<file path="config.mk">
export PLATFORM = sky130hd
export DESIGN_NAME = async_ring_sequencer
export DESIGN_NICKNAME = d
export VERILOG_FILES = /design/src/rtl/async_ring_pkg.sv /design/src/rtl/sync2.sv /design/src/rtl/async_ring_sequencer.sv
export SDC_FILE = /design/constraint.sdc
export NUM_CORES = 1
export LEC_CHECK = 0
export ABC_AREA = 1
export CAP_MARGIN = 40
export CELL_PAD_IN_SITES_DETAIL_PLACEMENT = 1
export CELL_PAD_IN_SITES_GLOBAL_PLACEMENT = 1
export CORE_MARGIN = 2
export CORE_UTILIZATION = 25
export DETAILED_ROUTE_END_ITERATION = 10
export PLACE_DENSITY_LB_ADDON = 0.12
export SLEW_MARGIN = 20
export SYNTH_ARGS = -nofsm -noshare
export SYNTH_HDL_FRONTEND = slang
export SYNTH_SLANG_ARGS = --single-unit
</file>
<file path="constraint.sdc">
create_clock -name clk_i -period 1.8 [get_ports clk_i]
set_input_delay 0.27 -clock clk_i [delete_from_list [all_inputs] [get_ports clk_i]]
set_output_delay 0.27 -clock clk_i [all_outputs]
set_load 0.01 [all_outputs]
</file>
<file path="src/rtl/async_ring_pkg.sv">
// Shared types and default constants for the async ring sequencer.
package async_ring_pkg;

  typedef enum logic [2:0] {
    IDLE,
    INJ_REQ,
    INJ_REL,
    RUN,
    STALL,
    DRAIN
  } ring_state_e;

  localparam int TIMEOUT_CYCLES_DEF = 1024;
  localparam int QUIET_CYCLES_DEF   = 8;
  localparam int CNT_W_DEF          = 32;
  localparam int MAX_REINJECT_DEF   = 3;

endpackage

</file>
<file path="src/rtl/sync2.sv">
// Two-flop synchronizer for an asynchronous level, synchronous active-low reset.
module sync2 (
  input  logic clk_i,
  input  logic rst_ni,
  input  logic d_i,
  output logic q_o
);

  logic [1:0] pipe;

  // shift the async level through two flops
  always_ff @(posedge clk_i) begin
    if (!rst_ni) pipe <= '0;
    else         pipe <= {pipe[0], d_i};
  end

  assign q_o = pipe[1];

endmodule

</file>
<file path="src/rtl/async_ring_sequencer.sv">
// Bootstraps, watches and drains the asynchronous handshake ring.
// Optional automatic re-injection after a stall: ASYNC_RING_REINJECT_EN.
module async_ring_sequencer
  import async_ring_pkg::*;
#(
  parameter int TIMEOUT_CYCLES = TIMEOUT_CYCLES_DEF,
  parameter int QUIET_CYCLES   = QUIET_CYCLES_DEF,
  parameter int CNT_W          = CNT_W_DEF,
  parameter int MAX_REINJECT   = MAX_REINJECT_DEF
) (
  input  logic             clk_i,
  input  logic             rst_ni,
  input  logic             start_i,
  input  logic             stop_i,
  input  logic             req_loop_i,
  input  logic             ack_inject_i,
  output logic             req_start_o,
  output logic             halt_o,
  output logic             busy_o,
  output logic             stall_o,
  output logic             fault_o,
  output logic [CNT_W-1:0] tok_cnt_o
);

  localparam int WD_W = $clog2(TIMEOUT_CYCLES + 1);
  localparam int QW   = $clog2(QUIET_CYCLES + 1);
  localparam logic [WD_W-1:0] WD_MAX = WD_W'(TIMEOUT_CYCLES);
  localparam logic [WD_W-1:0] WD_EXP = WD_W'(TIMEOUT_CYCLES - 1);
  localparam logic [QW-1:0]   QC_MAX = QW'(QUIET_CYCLES);
  localparam logic [QW-1:0]   QC_EXP = QW'(QUIET_CYCLES - 1);

  ring_state_e      state_q, state_d;
  logic [CNT_W-1:0] cnt_q, cnt_d;
  logic [WD_W-1:0]  wd_q, wd_d;
  logic [QW-1:0]    qc_q, qc_d;
  logic             stall_q, stall_d;
  logic             pend_q, pend_d;
  logic             restart;
  logic             req_s, ack_s, req_d, tok_edge;

`ifdef ASYNC_RING_REINJECT_EN
  localparam int RW = (MAX_REINJECT > 0) ? $clog2(MAX_REINJECT + 1) : 1;
  logic [RW-1:0] reinj_q, reinj_d;
  logic          fault_q, fault_d;
`endif

  sync2 u_sync_req (.clk_i(clk_i), .rst_ni(rst_ni), .d_i(req_loop_i),   .q_o(req_s));
  sync2 u_sync_ack (.clk_i(clk_i), .rst_ni(rst_ni), .d_i(ack_inject_i), .q_o(ack_s));

  assign tok_edge = req_s & ~req_d;

  // next-state and counter updates
  always_comb begin
    state_d = state_q;
    cnt_d   = cnt_q;
    wd_d    = wd_q;
    qc_d    = qc_q;
    stall_d = stall_q;
    pend_d  = pend_q;
    restart = 1'b0;
`ifdef ASYNC_RING_REINJECT_EN
    reinj_d = reinj_q;
    fault_d = fault_q;
`endif
    case (state_q)
      IDLE: if (start_i) restart = 1'b1;
      INJ_REQ: begin
        if (stop_i) pend_d = 1'b1;
        if (ack_s)  state_d = INJ_REL;
      end
      INJ_REL: begin
        if (stop_i) pend_d = 1'b1;
        if (!ack_s) begin
          // a stop seen during the handshake diverts to DRAIN once it closes
          pend_d = 1'b0;
          if (pend_q || stop_i) begin
            state_d = DRAIN;
            qc_d    = '0;
          end else begin
            state_d = RUN;
            wd_d    = '0;
          end
        end
      end
      RUN: begin
        if (tok_edge) begin
          cnt_d = cnt_q + 1'b1;
          wd_d  = '0;
        end else if (wd_q != WD_MAX) begin
          wd_d = wd_q + 1'b1;
        end
        // stop beats expiry; a token on the expiry cycle keeps the ring alive
        if (stop_i) begin
          state_d = DRAIN;
          qc_d    = '0;
        end else if (!tok_edge && wd_q >= WD_EXP) begin
          stall_d = 1'b1;
          state_d = STALL;
        end
      end
      STALL: begin
        if (start_i) restart = 1'b1;
        else if (stop_i) state_d = IDLE;
        else if (tok_edge) begin
          cnt_d   = cnt_q + 1'b1;
          wd_d    = '0;
          state_d = RUN;
        end
`ifdef ASYNC_RING_REINJECT_EN
        else if (reinj_q < RW'(MAX_REINJECT)) begin
          reinj_d = reinj_q + 1'b1;
          state_d = INJ_REQ;
        end else begin
          fault_d = 1'b1;
        end
`endif
      end
      DRAIN: begin
        if (req_s) qc_d = '0;
        else if (qc_q != QC_MAX) qc_d = qc_q + 1'b1;
        if (!req_s && qc_q >= QC_EXP) state_d = IDLE;
      end
      default: state_d = IDLE;
    endcase
    if (restart) begin
      state_d = INJ_REQ;
      cnt_d   = '0;
      stall_d = 1'b0;
`ifdef ASYNC_RING_REINJECT_EN
      reinj_d = '0;
      fault_d = 1'b0;
`endif
    end
  end

  // state, counters and registered outputs
  always_ff @(posedge clk_i) begin
    if (!rst_ni) begin
      state_q     <= IDLE;
      cnt_q       <= '0;
      wd_q        <= '0;
      qc_q        <= '0;
      stall_q     <= 1'b0;
      pend_q      <= 1'b0;
      req_d       <= 1'b0;
      req_start_o <= 1'b0;
      halt_o      <= 1'b0;
      busy_o      <= 1'b0;
    end else begin
      state_q     <= state_d;
      cnt_q       <= cnt_d;
      wd_q        <= wd_d;
      qc_q        <= qc_d;
      stall_q     <= stall_d;
      pend_q      <= pend_d;
      req_d       <= req_s;
      req_start_o <= (state_d == INJ_REQ);
      halt_o      <= (state_d == DRAIN);
      busy_o      <= (state_d != IDLE);
    end
  end

`ifdef ASYNC_RING_REINJECT_EN
  // re-injection budget and sticky fault
  always_ff @(posedge clk_i) begin
    if (!rst_ni) begin
      reinj_q <= '0;
      fault_q <= 1'b0;
    end else begin
      reinj_q <= reinj_d;
      fault_q <= fault_d;
    end
  end
  assign fault_o = fault_q;
`else
  // no re-injection in this build, so a fault can never be raised
  assign fault_o = 1'b0 & (MAX_REINJECT >= 0);
`endif

  assign stall_o   = stall_q;
  assign tok_cnt_o = cnt_q;

endmodule

</file>
==> summary.md <==
| Metric | Value |
|---|---|
| TritonRoute pass-1 iters | 4 |
| RSZ-0062 raised after global routing | true |
| Final core utilization | 34.8% |
| Area leader, netlist | dfxtp_1 |
| Area Overhead vs Synth | 35.2% |
| Commonest non-fill, non-tap cells in the layout | nand2_1 (127), nor2_1 (69), dfxtp_1 (58) |
| Worst path required time | 2.06 ns |
| Post-synth EDFFs | 0 |
| WL/cell | 13.9 um |
| Outcome | finished clean |
| Final clock skew | 0.00421 ns |
| 1st-iter DRT viols | 117 |
| FF-to-FF path depth | 8 |
| Clock tree buffer depth | 2 |
| Total GRT Usage | 15.9% |
| Pwr/cell area | 668 nW/um^2 |
| Most common cell after layout, fill and taps aside | nand2_1 |
| Logic pwr share | 6.3% |
| CTS buffer count | 9 |
| Share of the yosys chip area belonging to registers | 35.1% |
| Final Hold Vio Count | 0 |
| Via Count | 3592 |
| Synth warnings | 0 |
| P_leak | 1.78 nW |
| CTS tree | built |
| Worst R2R End | tok_cnt_o[25] |
| Mapped Cells | 518 |
| Top cells by area, synth | dfxtp_1 (35%), nand2_1 (14%), nor2_1 (7.9%) |
| Die Height | 121 um |
| Die Width | 121 um |
| Post-CTS Hold Buffers | 0 |
| Critical Path Sink Type | flop |
| Routed Antenna Nets | 0 |
| Ys async rst share | 0% |
| H-tree depth | 3 |
| Layout cells sized above 1 | 15.8% |
| Largest net degree at the start of global routing | 21 |
| Netlist cell types | 41 |
| Final nets | 614 |
| Worst r2r src | tok_cnt_o[11] |
| Critical path launch point type | flop |
| Peak fanout along the critical path | 6 |
| Ports | 43 |
| Initial Util | 25.7% |
| Vias per cell | 4.59 |
| First-pass GRT wire length | 18300 um |
| # clock sinks | 60 |
| Arr. time, crit path | 1.95 ns |
| Sw power | 0.000713 W |
| Fin crit share | 93.6% |
| Hold path start | stop_i |
| Post-synth top area share | 35.1% |
| Final TNS setup | 0 ns |
| Setup violators final | 0 |
| Post-layout minimum cycle time | 1.68 ns |
| DRC viols | 0 |
| Diode count | 0 |
| Postcts setup bufs | 0 |
| R2r setup slk | 0.12 ns |
| CTS root buffer | clkbuf_16 |
| WL final | 10900 um |
| Synth Flop Type | dfxtp_1 |
| Max-cap viol count | 0 |
| Placeable Area | 13300 um^2 |
| Final count of pins violating max slew | 0 |
| Worst-path clk slew | 0.05 ns |
| Post-cts gate resize count | 0 |
| Mapped Nets | 529 |
| GP Congestion | 0.850 |
| Worst vdd ir | 0.414 mV |
| Fmax | 0.594 GHz |
| Worst Hold End | pend_q |
| Gr ovfl total | 0 |
| Seq pwr share | 44.1% |
| Die outline area | 14600 um^2 |
| DPL Wire Length | 8590 um |
| Hold path cells | 3 |
| Flops & latches, synth | 60 |
| IO buf count | 41 |
| Vias in the first global route | 3674 |
| Int Power | 0.00237 W |
| Antenna violations before repair | 0 |
| Clock Power Share | 49.7% |
| Site Rows | 42 |
| Mapped Avg Cell Area | 6.60 um^2 |
| Sw frac | 23.1% |
| Hold Crit Class | in -> reg |
| Mapped Area | 3420 um^2 |
| Setup CP Type | reg -> reg |
| Later-pin clock latency in the skew report | 0.33 ns |
-- state kept, by name (all words and copies together) (netlist names) --
signal and count:
qc_q 4, req_start_o 1, wd_q 11, pend_q 1
stall_o 1, u_sync_ack.pipe 2, tok_cnt_o 32, halt_o 1
u_sync_req.pipe 2, req_d 1, state_q 3, busy_o 1
-- cell usage after synthesis (2+ instances only) --
| master | number |
|---|---|
| inv_2 | 5 |
| nor3b_1 | 3 |
| o21ai_0 | 19 |
| a31oi_1 | 5 |
| nor3_1 | 20 |
| ha_1 | 5 |
| o31ai_1 | 2 |
| a21oi_1 | 40 |
| nand3_2 | 2 |
| nor3_2 | 3 |
| nand2_1 | 130 |
| nor2_1 | 72 |
| xor2_1 | 4 |
| nand4_1 | 16 |
| dfxtp_1 | 60 |
| clkbuf_1 | 6 |
| nor2_8 | 2 |
| nor2_2 | 9 |
| o21a_1 | 2 |
| nand3_1 | 26 |
| o21ai_1 | 4 |
| nand3b_1 | 3 |
| buf_2 | 3 |
| inv_1 | 50 |
| nand2_2 | 5 |
| xnor2_1 | 7 |
-- through the flow --
step	hold slack, ns	std cells	power (W)	area [um^2]	setup slack, ns
after floorplan	0.368	518	0.00149	3420	0.265
after global placement	0.401	768	0.00158	4340	-0.175
after detailed placement	0.408	768	0.00158	4340	-0.206
after CTS	0.420	782	0.00314	4600	0.0708
after global routing	0.440	782	0.00324	4620	-0.0749
final	0.414	782	0.00309	4620	0.116
-- worst max-delay path by stage --
stage,startpoint,endpoint,cells after the start
2_1_floorplan,wd_q[0],busy_o,10
3_3_place_gp,stop_i,halt_o,10
3_5_place_dp,stop_i,qc_q[3],10
4_1_cts,tok_cnt_o[1],tok_cnt_o[18],8
5_1_grt,tok_cnt_o[11],tok_cnt_o[26],8
6_report,tok_cnt_o[11],tok_cnt_o[25],8
-- cell type report --
| cell class | instances | area [um^2] |
|---|---|---|
| flip-flops and latches | 60 | 1200 |
| repair buffers | 85 | 756 |
| multi-input cells | 391 | 1980 |
| inverters | 56 | 210 |
| fillers | 1679 | 8670 |
| clock buffers | 11 | 243 |
| clock inverters | 3 | 15.0 |
| well taps | 176 | 220 |
-- cells by family (layout without fill, tap and decap cells) --
logic type / count (synthesis) / count (layout) / share of synthesized area, %
AND/OR/NAND/NOR: 298 / 298 / 40.2
AO/OA/AOI/OAI: 76 / 76 / 12.1
buffers and inverters: 67 / 155 / 7.79
flip-flops: 60 / 60 / 35.1
XOR/XNOR: 11 / 11 / 2.82
adder cells (fa/ha/maj): 5 / 5 / 1.83
other: 1 / 1 / 0.110
-- routing by layer --
layer | up-vias | wire length (um) | GRT usage (%)
met1 | 1690 | 5920 | 23.4
met5 | - | 0 | 0
met2 | 39 | 4510 | 22.8
met4 | 0 | 164 | 5.67
met3 | 13 | 266 | 3.01
li1 | 1850 | - | -
-- power groups by stage --
stage / Combinational, W / Sequential (W) / Clock, W
final: 0.000194 / 0.00136 / 0.00153
after global routing: 0.000218 / 0.00136 / 0.00166
after CTS: 0.000196 / 0.00136 / 0.00159
after detailed placement: 0.000194 / 0.00139 / 0
after global placement: 0.000192 / 0.00139 / 0
after floorplan: 0.0000996 / 0.00139 / 0
-- critical path, cell delays in order, from the launching register on --
cell and delay [ns]:
dfxtp_1 0.42, nand2_1 0.16, nor2_2 0.29, nand3_2 0.14, nor2_1 0.11, nand3_1 0.14, xnor2_1 0.16, nand2_1 0.07
a21oi_1 0.12
No activity file was read; power rests on OpenSTA's default activity.
